### config.mk
export PLATFORM = sky130hd
export DESIGN_NAME = frame_sequencer
export DESIGN_NICKNAME = d
export VERILOG_FILES = /design/src/rtl/frame_sequencer.sv
export SDC_FILE = /design/constraint.sdc
export NUM_CORES = 1
export LEC_CHECK = 0
export ABC_AREA = 1
export CELL_PAD_IN_SITES_DETAIL_PLACEMENT = 1
export CELL_PAD_IN_SITES_GLOBAL_PLACEMENT = 2
export CORE_MARGIN = 2
export CORE_UTILIZATION = 33
export DETAILED_ROUTE_END_ITERATION = 8
export DONT_BUFFER_PORTS = 1
export PLACE_DENSITY = 0.71
export SYNTH_ARGS = -nofsm -noshare
export SYNTH_HDL_FRONTEND = slang
export SYNTH_SLANG_ARGS = --single-unit
### constraint.sdc
create_clock -name clock -period 2.19 [get_ports clock]
set_input_delay 0.438 -clock clock [delete_from_list [all_inputs] [get_ports clock]]
set_output_delay 0.438 -clock clock [all_outputs]
set_load 0.03 [all_outputs]
### src/rtl/frame_sequencer.sv
// frame_sequencer: per-frame controller that owns the framebuffer write port.
// Each frame runs in a fixed order: clear the back buffer to CLEAR_COLOR, hand the
// write port to sprite_driver, then issue a buffer swap on the next vsync rising edge.
//
// Ports:
//   clock, reset          pixel clock; asynchronous active-high reset
//   vsync                 global vsync (synchronous to clock); frame boundary = rising edge
//   spr_start (out)       one-cycle pulse: sprite_driver may begin drawing
//   spr_done              one-cycle pulse: sprite_driver finished the frame
//   spr_addr/data/en      sprite write port, forwarded only while drawing
//   wr_addr/data/en (out) registered framebuffer write port
//   fb_swap (out)         one-cycle pulse: swap front/back buffers
//   fb_resetting (out)    high while the clear sweep is in progress
//   frame_count (out)     swaps issued, wrapping
//   overrun_count (out)   vsync edges missed because the frame was not ready, saturating
module frame_sequencer #(
    parameter int unsigned ADDR_W      = 19,
    parameter int unsigned DATA_W      = 4,
    parameter int unsigned PIXELS      = 307200,
    parameter int unsigned CLEAR_COLOR = 0
) (
    input  logic              clock,
    input  logic              reset,
    input  logic              vsync,
    output logic              spr_start,
    input  logic              spr_done,
    input  logic [ADDR_W-1:0] spr_addr,
    input  logic [DATA_W-1:0] spr_data,
    input  logic              spr_en,
    output logic [ADDR_W-1:0] wr_addr,
    output logic [DATA_W-1:0] wr_data,
    output logic              wr_en,
    output logic              fb_swap,
    output logic              fb_resetting,
    output logic [15:0]       frame_count,
    output logic [7:0]        overrun_count
);

    typedef enum logic [1:0] {StClear, StDraw, StReady, StSwap} state_e;

    localparam logic [ADDR_W-1:0] LastAddr  = ADDR_W'(PIXELS - 1);
    localparam logic [DATA_W-1:0] ClearData = DATA_W'(CLEAR_COLOR);

    state_e            state_q, state_d;
    logic [ADDR_W-1:0] cnt_q, cnt_d;
    logic              vsync_q;
    logic [ADDR_W-1:0] wr_addr_q, wr_addr_d;
    logic [DATA_W-1:0] wr_data_q, wr_data_d;
    logic              wr_en_q, wr_en_d;
    logic              spr_start_q, spr_start_d;
    logic              fb_swap_q, fb_swap_d;
    logic              fb_resetting_q, fb_resetting_d;
    logic [15:0]       frame_count_q, frame_count_d;
    logic [7:0]        overrun_count_q, overrun_count_d;
    logic              vsync_edge;
    logic              overrun_hit;

    assign vsync_edge = vsync & ~vsync_q;

    always_comb begin
        state_d         = state_q;
        cnt_d           = cnt_q;
        wr_addr_d       = wr_addr_q;
        wr_data_d       = wr_data_q;
        wr_en_d         = 1'b0;
        spr_start_d     = 1'b0;
        overrun_hit     = 1'b0;

        unique case (state_q)
            StClear: begin
                wr_en_d     = 1'b1;
                wr_addr_d   = cnt_q;
                wr_data_d   = ClearData;
                overrun_hit = vsync_edge;
                if (cnt_q == LastAddr) begin
                    cnt_d   = '0;
                    state_d = StDraw;
                end else begin
                    cnt_d = cnt_q + 1'b1;
                end
            end
            StDraw: begin
                wr_en_d   = spr_en;
                wr_addr_d = spr_addr;
                wr_data_d = spr_data;
                // fb_resetting_q is still high only in the first DRAW cycle, which makes it
                // the start marker; a spr_done before spr_start has gone out is spurious.
                spr_start_d = fb_resetting_q;
                if (spr_done && !fb_resetting_q) begin
                    state_d = vsync_edge ? StSwap : StReady;
                end else begin
                    overrun_hit = vsync_edge;
                end
            end
            StReady: begin
                if (vsync_edge) begin
                    state_d = StSwap;
                end
            end
            StSwap: begin
                state_d = StClear;
            end
        endcase

        fb_swap_d      = (state_d == StSwap);
        frame_count_d  = frame_count_q + {15'd0, fb_swap_d};
        // Stay high through the last clear write, and rise again as soon as CLEAR is entered.
        fb_resetting_d = (state_q == StClear) || (state_d == StClear);

        overrun_count_d = overrun_count_q;
        if (overrun_hit && (overrun_count_q != 8'hFF)) begin
            overrun_count_d = overrun_count_q + 8'd1;
        end
    end

    always_ff @(posedge clock or posedge reset) begin
        if (reset) begin
            state_q         <= StClear;
            cnt_q           <= '0;
            vsync_q         <= 1'b0;
            wr_addr_q       <= '0;
            wr_data_q       <= '0;
            wr_en_q         <= 1'b0;
            spr_start_q     <= 1'b0;
            fb_swap_q       <= 1'b0;
            fb_resetting_q  <= 1'b1;
            frame_count_q   <= '0;
            overrun_count_q <= '0;
        end else begin
            state_q         <= state_d;
            cnt_q           <= cnt_d;
            vsync_q         <= vsync;
            wr_addr_q       <= wr_addr_d;
            wr_data_q       <= wr_data_d;
            wr_en_q         <= wr_en_d;
            spr_start_q     <= spr_start_d;
            fb_swap_q       <= fb_swap_d;
            fb_resetting_q  <= fb_resetting_d;
            frame_count_q   <= frame_count_d;
            overrun_count_q <= overrun_count_d;
        end
    end

    assign wr_addr       = wr_addr_q;
    assign wr_data       = wr_data_q;
    assign wr_en         = wr_en_q;
    assign spr_start     = spr_start_q;
    assign fb_swap       = fb_swap_q;
    assign fb_resetting  = fb_resetting_q;
    assign frame_count   = frame_count_q;
    assign overrun_count = overrun_count_q;

endmodule

==> results_dict.tcl, run 1 <==
set metrics [dict create \
    status "finished, violations left" \
    violations "setup timing" \
    pin_count 79 \
    root_buffer "clkbuf_8" \
    avgSynthCellArea_um2 8.52 \
    clk_latency_ns 0.36 \
    worstMarginPinSlew_ns 0.637 \
    cts_tree "done" \
    hp-class "input pin to async pin" \
    synth_fp_nets 463 \
    netSwitchingPower_mw 2.12 \
    hpwlAfterDp_um 7710 \
    dieArea_um2 11900 \
    drv_cap 0 \
    setup_tns_ns -0.0484 \
    setup_violations 2 \
    comb_power_share_pct 34.2 \
    initial_core_util_pct 33.6 \
    ant_nets 0 \
    design_area_um2 4430 \
    slew_headroom_pct 57.5 \
    required_ns 2.43 \
    syn_to_final_growth_pct 22.1 \
    synth.cell_area_um2 3630 \
    critical_path_class "flip-flop to flip-flop" \
    overflow 0 \
    firstDrtPassIters 4 \
    routed_wl_um 10100 \
    synth-seq-cells 73 \
    slew_viol_final 0 \
    reg2reg_slack_ns -0.04 \
    p_total_mw 4.85 \
    pwr-share-clk_pct 19.5 \
    nNetsFinal 515 \
    p_int_mw 2.73 \
    hold_buffers 0 \
    num_vias 3003 \
    std_cell_rows 38 \
    finalHoldViolCount 0 \
    core_area_um2 10800 \
    peakVddDrop_v 0.000439 \
    grt_usage_pct 18.0 \
    die_w_um 109 \
    fmax_mhz 449 \
    seq_power_share_pct 46.4 \
    sw_frac_of_total_pct 43.8 \
    grt_pass1_vias 3258 \
    n_fill_cell 1300 \
    antenna_found_initial 0 \
    fin_ws_ns -0.0360 \
    place_congestion 0.745 \
    power_density_nw_per_um2 1100 \
    pre_cts_slack_ns -0.100 \
    crit_end "frame_count[10]" \
    clockBufferDepth 2 \
    placed_area_um2 4130 \
    ys.warnings.count 0 \
    startpoint_type "flip-flop" \
    cp.arrival_ns 2.46 \
    use_met2_pct 31.8 \
    die_y_um 109 \
    globalRouteMet1Util_pct 20.8 \
    reg2reg_depth 16 \
    h-tree-depth 3 \
    drc_errors 0 \
    cts_made_buffers 9 \
    seq_area_frac_synth_pct 50.4 \
    final_common_cell "nand2_1" \
    grt_max_degree 30 \
    grt_pass1_wl_um 16200 \
    insertedDiodeCount 0 \
    final_cell_mix "116 x nand2_1, 72 x dfrtp_1, 48 x buf_4" \
    grt-busiest-layer "met2" \
    cts_sinks 73 \
    fin_crit_sh_pct 102 \
    r2r-start "state_q[1]" \
    met3_usage_pct 4.48 \
    end_kind "flip-flop" \
    clk_pin_slew_ns 0.08 \
    rsz0062_at_grt "yes" \
    finClkSkew_ns 0.00946 \
    cp-startpoint "state_q[1]" \
    synth_cell_types 34 \
    cp_max_fo 5 \
    io_buffer_count 0 \
    drive_gt1_share_pct 21.4 \
    whs_ns 0.0217 \
    r2r_end "frame_count[10]" \
    drt_iter0_markers 106 \
    wire_per_inst_um 16.3 \
    syn_inst 426 \
    p_leak_nw 2.13 \
    period_needed_ns 2.23 \
    viasPerCell 4.83 \
]
==> state kept, by name, summed over array words and instances (netlist names) <==
| register | count |
|---|---|
| cnt_q | 19 |
| wr_addr | 19 |
| frame_count | 16 |
| overrun_count | 8 |
| wr_data | 4 |
| state_q | 2 |
| fb_resetting | 1 |
| fb_swap | 1 |
| spr_start | 1 |
| vsync_q | 1 |
| wr_en | 1 |
==> routing by layer <==
layer	part of all wire [%]	wire [um]
met5	0	0
met4	1.9	193
met3	4.6	466
met2	52	5300
met1	41	4160
==> kinds of logic (layout without fill, tap and decap cells) <==
family,after synthesis,in the layout,synth area share [%]
flops,73,73,50.4
xor+xnor,28,28,6.76
compound gates,31,31,5.86
buf+inv,58,114,6.38
fa+ha+maj,9,9,3.10
simple gates,227,227,27.5
==> power groups by stage <==
stage                     Combinational (mW)  Sequential [mW]  Clock (mW)
after floorplan                        0.912             2.34           0
after global placement                  1.54             2.26           0
after detailed placement                1.60             2.28           0
after CTS                               1.65             2.25       0.982
after global routing                    1.86             2.29        1.03
final                                   1.66             2.25       0.944
==> metrics by stage <==
step / utilization (%) / cells
after CTS: 40.2 / 619
after detailed placement: 38.3 / 602
after floorplan: - / 426
after global routing: 41.1 / 622
final: 41.1 / 622
after global placement: 38.3 / 602
==> synthesized netlist by cell type, drive strengths merged <==
library cell	n	area [um^2]
a22oi	1	7.51
o21ai	9	48.8
xor2	21	184
a21oi	3	15.0
xnor2	7	61.3
o311ai	1	8.76
nor2	45	196
nor3	11	60.1
nand3	36	185
a22o	4	35.0
o211ai	10	75.1
nand4	9	56.3
buf	7	40.0
dfrtp	72	1800
nand2	123	479
inv	49	184
clkbuf	1	3.75
clkinv	1	3.75
and2	1	7.51
ha	9	113
a21boi	1	7.51
nand3b	2	15.0
dfstp	1	26.3
o21bai	2	15.0
==> critical path: stages (launching register included) <==
cell,delay [ns]
dfrtp_1,0.40
inv_2,0.12
ha_4,0.19
nand2_4,0.07
nor2_4,0.11
nand2_2,0.08
nor2_4,0.14
nand2_4,0.07
nand3_4,0.08
nor2_4,0.05
ha_4,0.16
ha_4,0.15
nand3_2,0.08
inv_2,0.06
nand3b_1,0.14
buf_4,0.15
xnor2_2,0.05
==> how the worst min path moves through the flow <==
| stage | startpoint | endpoint | slack [ns] | cells past startpoint |
|---|---|---|---|---|
| after floorplan | vsync | vsync_q | 0.47 | 0 |
| after global placement | reset | wr_addr[16] | 0.42 | 1 |
| after detailed placement | reset | wr_addr[12] | 0.43 | 1 |
| after CTS | reset | wr_addr[12] | 0.03 | 1 |
| after global routing | reset | wr_addr[16] | 0.05 | 1 |
| final | reset | wr_addr[12] | 0.02 | 1 |
==> layout make-up <==
class / instances / area, um^2 / share of cell area [%]
clock buffers: 12 / 145 / 3.27
repair buffers: 49 / 380 / 8.58
multi-input cells: 295 / 1690 / 38.2
clock inverters: 3 / 17.5 / 0.395
inverters: 50 / 191 / 4.32
flip-flops and latches: 73 / 1830 / 41.2
well taps: 140 / 175 / 3.95
==> repair_timing <==
item                                   CTS  global route
gates resized for setup                  9            15
pin swaps                                4            11
buffers inserted                         2             3
setup endpoints to repair                6            11
endpoints found under the hold margin    0             0
Note: power is estimated with default switching activity, not from simulation.
==> run 2: changes to the inputs <==
--- a/config.mk
+++ b/config.mk
@@ -12,6 +12,7 @@
 export CORE_UTILIZATION = 33
 export DETAILED_ROUTE_END_ITERATION = 8
 export DONT_BUFFER_PORTS = 1
+export GPL_ROUTABILITY_DRIVEN = 1
 export PLACE_DENSITY = 0.71
 export SYNTH_ARGS = -nofsm -noshare
 export SYNTH_HDL_FRONTEND = slang
==> results of run 2 <==
No change in the layout: final DEF, timing and power equal those of run 1.
